<file path="config.mk">
export PLATFORM = sky130hd
export DESIGN_NAME = dual_async_bidir_buffer_y_drain
export DESIGN_NICKNAME = d
export VERILOG_FILES = /design/src/rtl/dual_async_bidir_buffer_y_drain.sv
export SDC_FILE = /design/constraint.sdc
export NUM_CORES = 1
export LEC_CHECK = 0
export ABC_AREA = 0
export CAP_MARGIN = 30
export CORE_UTILIZATION = 54
export DETAILED_ROUTE_END_ITERATION = 10
export GPL_ROUTABILITY_DRIVEN = 0
export PLACE_DENSITY = 0.87
export SYNTH_ARGS = -nofsm -noshare
export SYNTH_HDL_FRONTEND = slang
export SYNTH_SLANG_ARGS = --single-unit
export TNS_END_PERCENT = 30
</file>
<file path="constraint.sdc">
create_clock -name clk_i -period 2.05 [get_ports clk_i]
set_input_delay 0.3075 -clock clk_i [delete_from_list [all_inputs] [get_ports clk_i]]
set_output_delay 0.3075 -clock clk_i [all_outputs]
set_load 0.02 [all_outputs]
</file>
<file path="src/rtl/dual_async_bidir_buffer_y_drain.sv">
// Y-side drain engine: round-robins between the A->Y and B->Y FIFOs of the
// dual async bidirectional buffer and emits channel-tagged byte bursts.
// Everything runs in the Y clock domain.
module dual_async_bidir_buffer_y_drain #(
  parameter int MAX_BURST = 64
) (
  input  logic       clk_i,
  input  logic       rst_i,
  input  logic [1:0] ch_en_i,
  output logic       Y_sel_o,
  output logic       Y_rd_o,
  input  logic       Y_empty_i,
  input  logic [7:0] Y_dat_i,
  output logic [7:0] out_dat_o,
  output logic       out_chan_o,
  output logic       out_last_o,
  output logic       out_valid_o,
  input  logic       out_ready_i,
  output logic       busy_o
);

  localparam logic [7:0] MAX_B = 8'(MAX_BURST);

  typedef enum logic [2:0] {
    S_SETTLE, S_IDLE, S_READ, S_CAPTURE, S_CHECK, S_SEND
  } state_t;

  state_t      state_q, state_d;
  logic        sel_q, sel_d;
  logic        valid_q, valid_d;
  logic        last_q, last_d;
  logic        chan_q, chan_d;
  logic [7:0]  dat_q, dat_d;
  logic [7:0]  beat_q, beat_d;
  logic [7:0]  hold_q, hold_d;

  // Next-state and output-register logic for the drain sequence.
  always_comb begin
    state_d = state_q;
    sel_d   = sel_q;
    valid_d = valid_q;
    last_d  = last_q;
    chan_d  = chan_q;
    dat_d   = dat_q;
    beat_d  = beat_q;
    hold_d  = hold_q;
    case (state_q)
      // Empty/data from the buffer are only trusted one full cycle after a select change.
      S_SETTLE: state_d = S_IDLE;
      S_IDLE: begin
        if (ch_en_i[sel_q] && !Y_empty_i) begin
          state_d = S_READ;
        end else begin
          sel_d   = ~sel_q;
          state_d = S_SETTLE;
        end
      end
      S_READ: state_d = S_CAPTURE;
      S_CAPTURE: begin
        hold_d  = Y_dat_i;
        beat_d  = beat_q + 8'd1;
        state_d = S_CHECK;
      end
      // Empty flag now reflects the pointer after this read, so it decides "last".
      S_CHECK: begin
        dat_d   = hold_q;
        chan_d  = sel_q;
        valid_d = 1'b1;
        last_d  = Y_empty_i || (beat_q == MAX_B);
        state_d = S_SEND;
      end
      S_SEND: begin
        if (out_ready_i) begin
          valid_d = 1'b0;
          if (last_q) begin
            beat_d  = 8'd0;
            sel_d   = ~sel_q;
            state_d = S_SETTLE;
          end else begin
            // This block is the only reader, so the channel is known non-empty.
            state_d = S_READ;
          end
        end
      end
      default: state_d = S_SETTLE;
    endcase
  end

  // Control and stream-output registers; async reset restarts at SETTLE on channel A.
  always_ff @(posedge clk_i or posedge rst_i) begin
    if (rst_i) begin
      state_q <= S_SETTLE;
      sel_q   <= 1'b0;
      valid_q <= 1'b0;
      last_q  <= 1'b0;
      chan_q  <= 1'b0;
      dat_q   <= 8'd0;
      beat_q  <= 8'd0;
    end else begin
      state_q <= state_d;
      sel_q   <= sel_d;
      valid_q <= valid_d;
      last_q  <= last_d;
      chan_q  <= chan_d;
      dat_q   <= dat_d;
      beat_q  <= beat_d;
    end
  end

  // Captured byte holding register; a reset simply drops its contents.
  always_ff @(posedge clk_i) begin
    hold_q <= hold_d;
  end

  assign Y_sel_o     = sel_q;
  assign Y_rd_o      = (state_q == S_READ);
  assign out_dat_o   = dat_q;
  assign out_chan_o  = chan_q;
  assign out_last_o  = last_q;
  assign out_valid_o = valid_q;
  assign busy_o      = !((state_q == S_IDLE) || (state_q == S_SETTLE));

endmodule

</file>
==> impl_results.md <==
* Share of the synthesized area in the top cell type at 0.4129
* Final nets at 160
* Post-Synthesis Mean Instance Area at 12.33 um^2
* Cell Pwr Density at 1454 nW/um^2
* Seq cells post-synth at 31
* Total Routing Usage GR at 0.2244
* Crit path kind: flop to output pin
* Setup violations, final at 0
* Initial Utilization at 0.5678
* Routed length per instance at 15.09 um
* Number of synthesized flops with an enable pin at 8
* Die boundary height at 52.81 um
* Yosys cell types at 37
* Layout area overhead at 25.04%
* Max_cap viols at 0
* Chip Width at roughly 53 um
* Reg clk slew, reported paths at approximately 0.090 ns
* Static Leakage at 0.7378 nW
* Data required, critical path at 1.74 ns
* Adder-cell share of the synthesized area at 0.01795
* Arr. time, crit path at 1.67 ns
* Measured slew at the worst slew-check pin at 0.4279 ns
* CP Capture Type: output pin
* Setup WS pre-CTS at 0.2967 ns
* ANT cells at 0
* Status: finished clean
* Largest net degree at the start of global routing at 24
* Post-DP HPWL at 1875 um
* Simple-Gate Fraction of Synth Area at 0.1346
* Max-slew violation count at 0
* Tcrit/Tclk final at 0.9657
* Root Buffer: clkbuf_4
* CTS Buffer Depth at 2
* Inst Count DP at between 150 and 200
* Slew HR at 0.7144
* Xor/xnor share of the synthesized area at 0.006284
* Non-Filler Instances at 175
* Syn Std Cell Area at roughly 1400 um^2
* Buffers on Ports at 27
* Combinational family with the most area after synthesis: simple AND/OR/NAND/NOR gates
* Total die area at 2788 um^2
* Core Util, Final at 0.7100
* Sequential share of the synthesized area at 0.5853
* Area leader, netlist: dfrtp_1
* Post-route ant nets at 0
* Worst vdd ir at approximately 0.00095 V
* Largest fanout on the critical path at 12
* Final wirelength at 2641 um
* Compound-Gate Fraction of Synth Area at 0.1212
* Vias per std cell at 5.731
* Total number of vias at 1003
* Post-route DRC at 0
* Initial antenna violation count at 0
* Yosys warns at 0
* Placed Area at 1690 um^2
* Post-synthesis mux area share at 0.08887
* Number of core rows at 18
* Final-layout fill cell count at ~170
* Final Critical Period at 1.980 ns
* Post-synthesis instance total at between 100 and 150
* Final std cell area, no fill at 1743 um^2
* DRT Pass-1 Iters at 4
* Post-synth ARST share at 0.7419
* Clock Skews at about 0.011 ns
* Most used DFF post-synth: dfrtp_1
* Sink Count at 31
* Vias in the first global route at between 900 and 1000
* Clock latency on the worst-skew pair at 0.34 ns
* Hold Vio Cnt, Final at 0
* GRT Residual Overflow at 0
* I/O pin cnt at 28
* Hold WS at around 0.3 ns
* First-pass GRT wire length at approximately 4200 um
* Area contributors post-synth: dfrtp_1 (41%), edfxtp_1 (17%), mux2_2 (8.9%), inv_1 (2.2%), nand2_1 (2.2%)
* H-tree Lvls at 2
* CTS buffer count at 5
* HP Class: input port to async pin
* Critical path startpoint category: flop
* Worst setup margin at 0.07040 ns
* Iteration-0 DRC Markers at 43
* Setup TNS at 0 ns
* Fmax at approximately 510 MHz
* Unrepaired setup endpoints after global routing: false
* Syn_nets at 129
* CTS tree: built
* Final Power at around 2.5 mW
* Core box area at between 2000 and 2500 um^2
* Layout cells sized above 1 at 0.1586
[kinds of logic after synthesis]
family / Yosys count
compound gates: 24
xor+xnor: 1
fa+ha+maj: 2
buf+inv: 14
flops: 31
mux: 11
simple gates: 30
[cells in the mapped netlist, types with 2 or more instances]
master / number
nand2b_1: 2
nand3_1: 2
nand2_1: 8
a41oi_1: 2
nor2_1: 3
mux2_2: 11
o21ai_0: 3
edfxtp_1: 8
nand4b_1: 2
o211ai_1: 4
nor3_1: 2
buf_2: 2
a31oi_1: 2
dfrtp_1: 23
a21oi_1: 3
or4_1: 2
nor4_1: 2
a21o_1: 3
nand3b_1: 2
inv_1: 8
buf_4: 2
ha_1: 2
[worst max-delay path: stages, from the launching register on]
cell and delay [ns]:
dfrtp_2 0.50, or2_2 0.29, clkdlybuf4s50_1 0.54
[routing by layer]
metal | GRT usage | vias up | share of wire
met5 | 0 | - | 0
met4 | 0.1053 | 0 | 0.018
met3 | 0.09855 | 7 | 0.054
met2 | 0.3544 | 30 | 0.50
met1 | 0.2595 | 489 | 0.42
li1 | - | 477 | -
[layout by cell type, fill, tap and decap left out, types with 2 or more instances in the layout]
master and instances:
a21o_1 3, a21oi_1 3, a31oi_1 2, a41oi_1 2
buf_4 3, clkbuf_4 5, clkdlybuf4s50_1 26, clkinv_1 2
dfrtp_1 22, edfxtp_1 8, ha_1 2, inv_1 8
mux2_2 11, nand2_1 8, nand2b_1 2, nand3_1 2
nand3b_1 2, nand4b_1 2, nor2_1 3, nor3_1 2
nor4_1 2, o211ai_1 4, o21ai_0 3, or4_1 2
[repair_timing]
action / in CTS / in global routing
cloned: 0 / 0
hold buffers: 0 / 0
buffers inserted: 0 / 0
endpoints found under the setup margin: 1 / 1
hold endpoints to repair: 0 / 0
gates resized for setup: 1 / 1
pin swaps: 0 / 0
[worst paths after layout]
kind / endpoint / slack, ns / cells after the start / startpoint
setup / recovery: busy_o / 0.07 / 2 / state_q[1]$_DFFE_PP0P_
hold / removal: beat_q[6]$_DFFE_PP0P_ / 0.30 / 3 / rst_i
setup reg to reg: beat_q[7]$_DFFE_PP0P_ / 0.49 / 5 / state_q[2]$_DFFE_PP0P_
hold reg to reg: out_dat_o[0]$_DFFE_PP0P_ / 0.48 / 1 / hold_q[0]$_DFFE_PN_
max in group asynchronous: state_q[1]$_DFFE_PP0P_ / 1.51 / 3 / rst_i
min in group clk_i: out_dat_o[0]$_DFFE_PP0P_ / 0.48 / 1 / hold_q[0]$_DFFE_PN_
[report_power, final]
part	internal (mW)	switching [mW]	total, mW	leakage, nW
registers	0.878	0.245	1.12	0.356
logic	0.561	0.529	1.09	0.355
clock network	0.127	0.195	0.322	0.0273
total	1.57	0.969	2.53	0.738
[sequential cells by signal, summed over array words and instances, names as in the netlist]
register and cells:
Y_sel_o 1, beat_q 8, hold_q 8, out_chan_o 1
out_dat_o 8, out_last_o 1, out_valid_o 1, state_q 3
[cell type report]
| cell class | instances | area (um^2) | share of cell area |
|---|---|---|---|
| sequential | 31 | 817.0 | 0.4688 |
| multi-input combinational | 68 | 514.2 | 0.2950 |
| timing repair buffer | 30 | 295.3 | 0.1694 |
| clock buffer | 6 | 41.29 | 0.02369 |
| tap | 30 | 37.54 | 0.02154 |
| inverter | 8 | 30.03 | 0.01723 |
| clock inverter | 2 | 7.507 | 0.004307 |
Power figures use the tool's default switching activity.
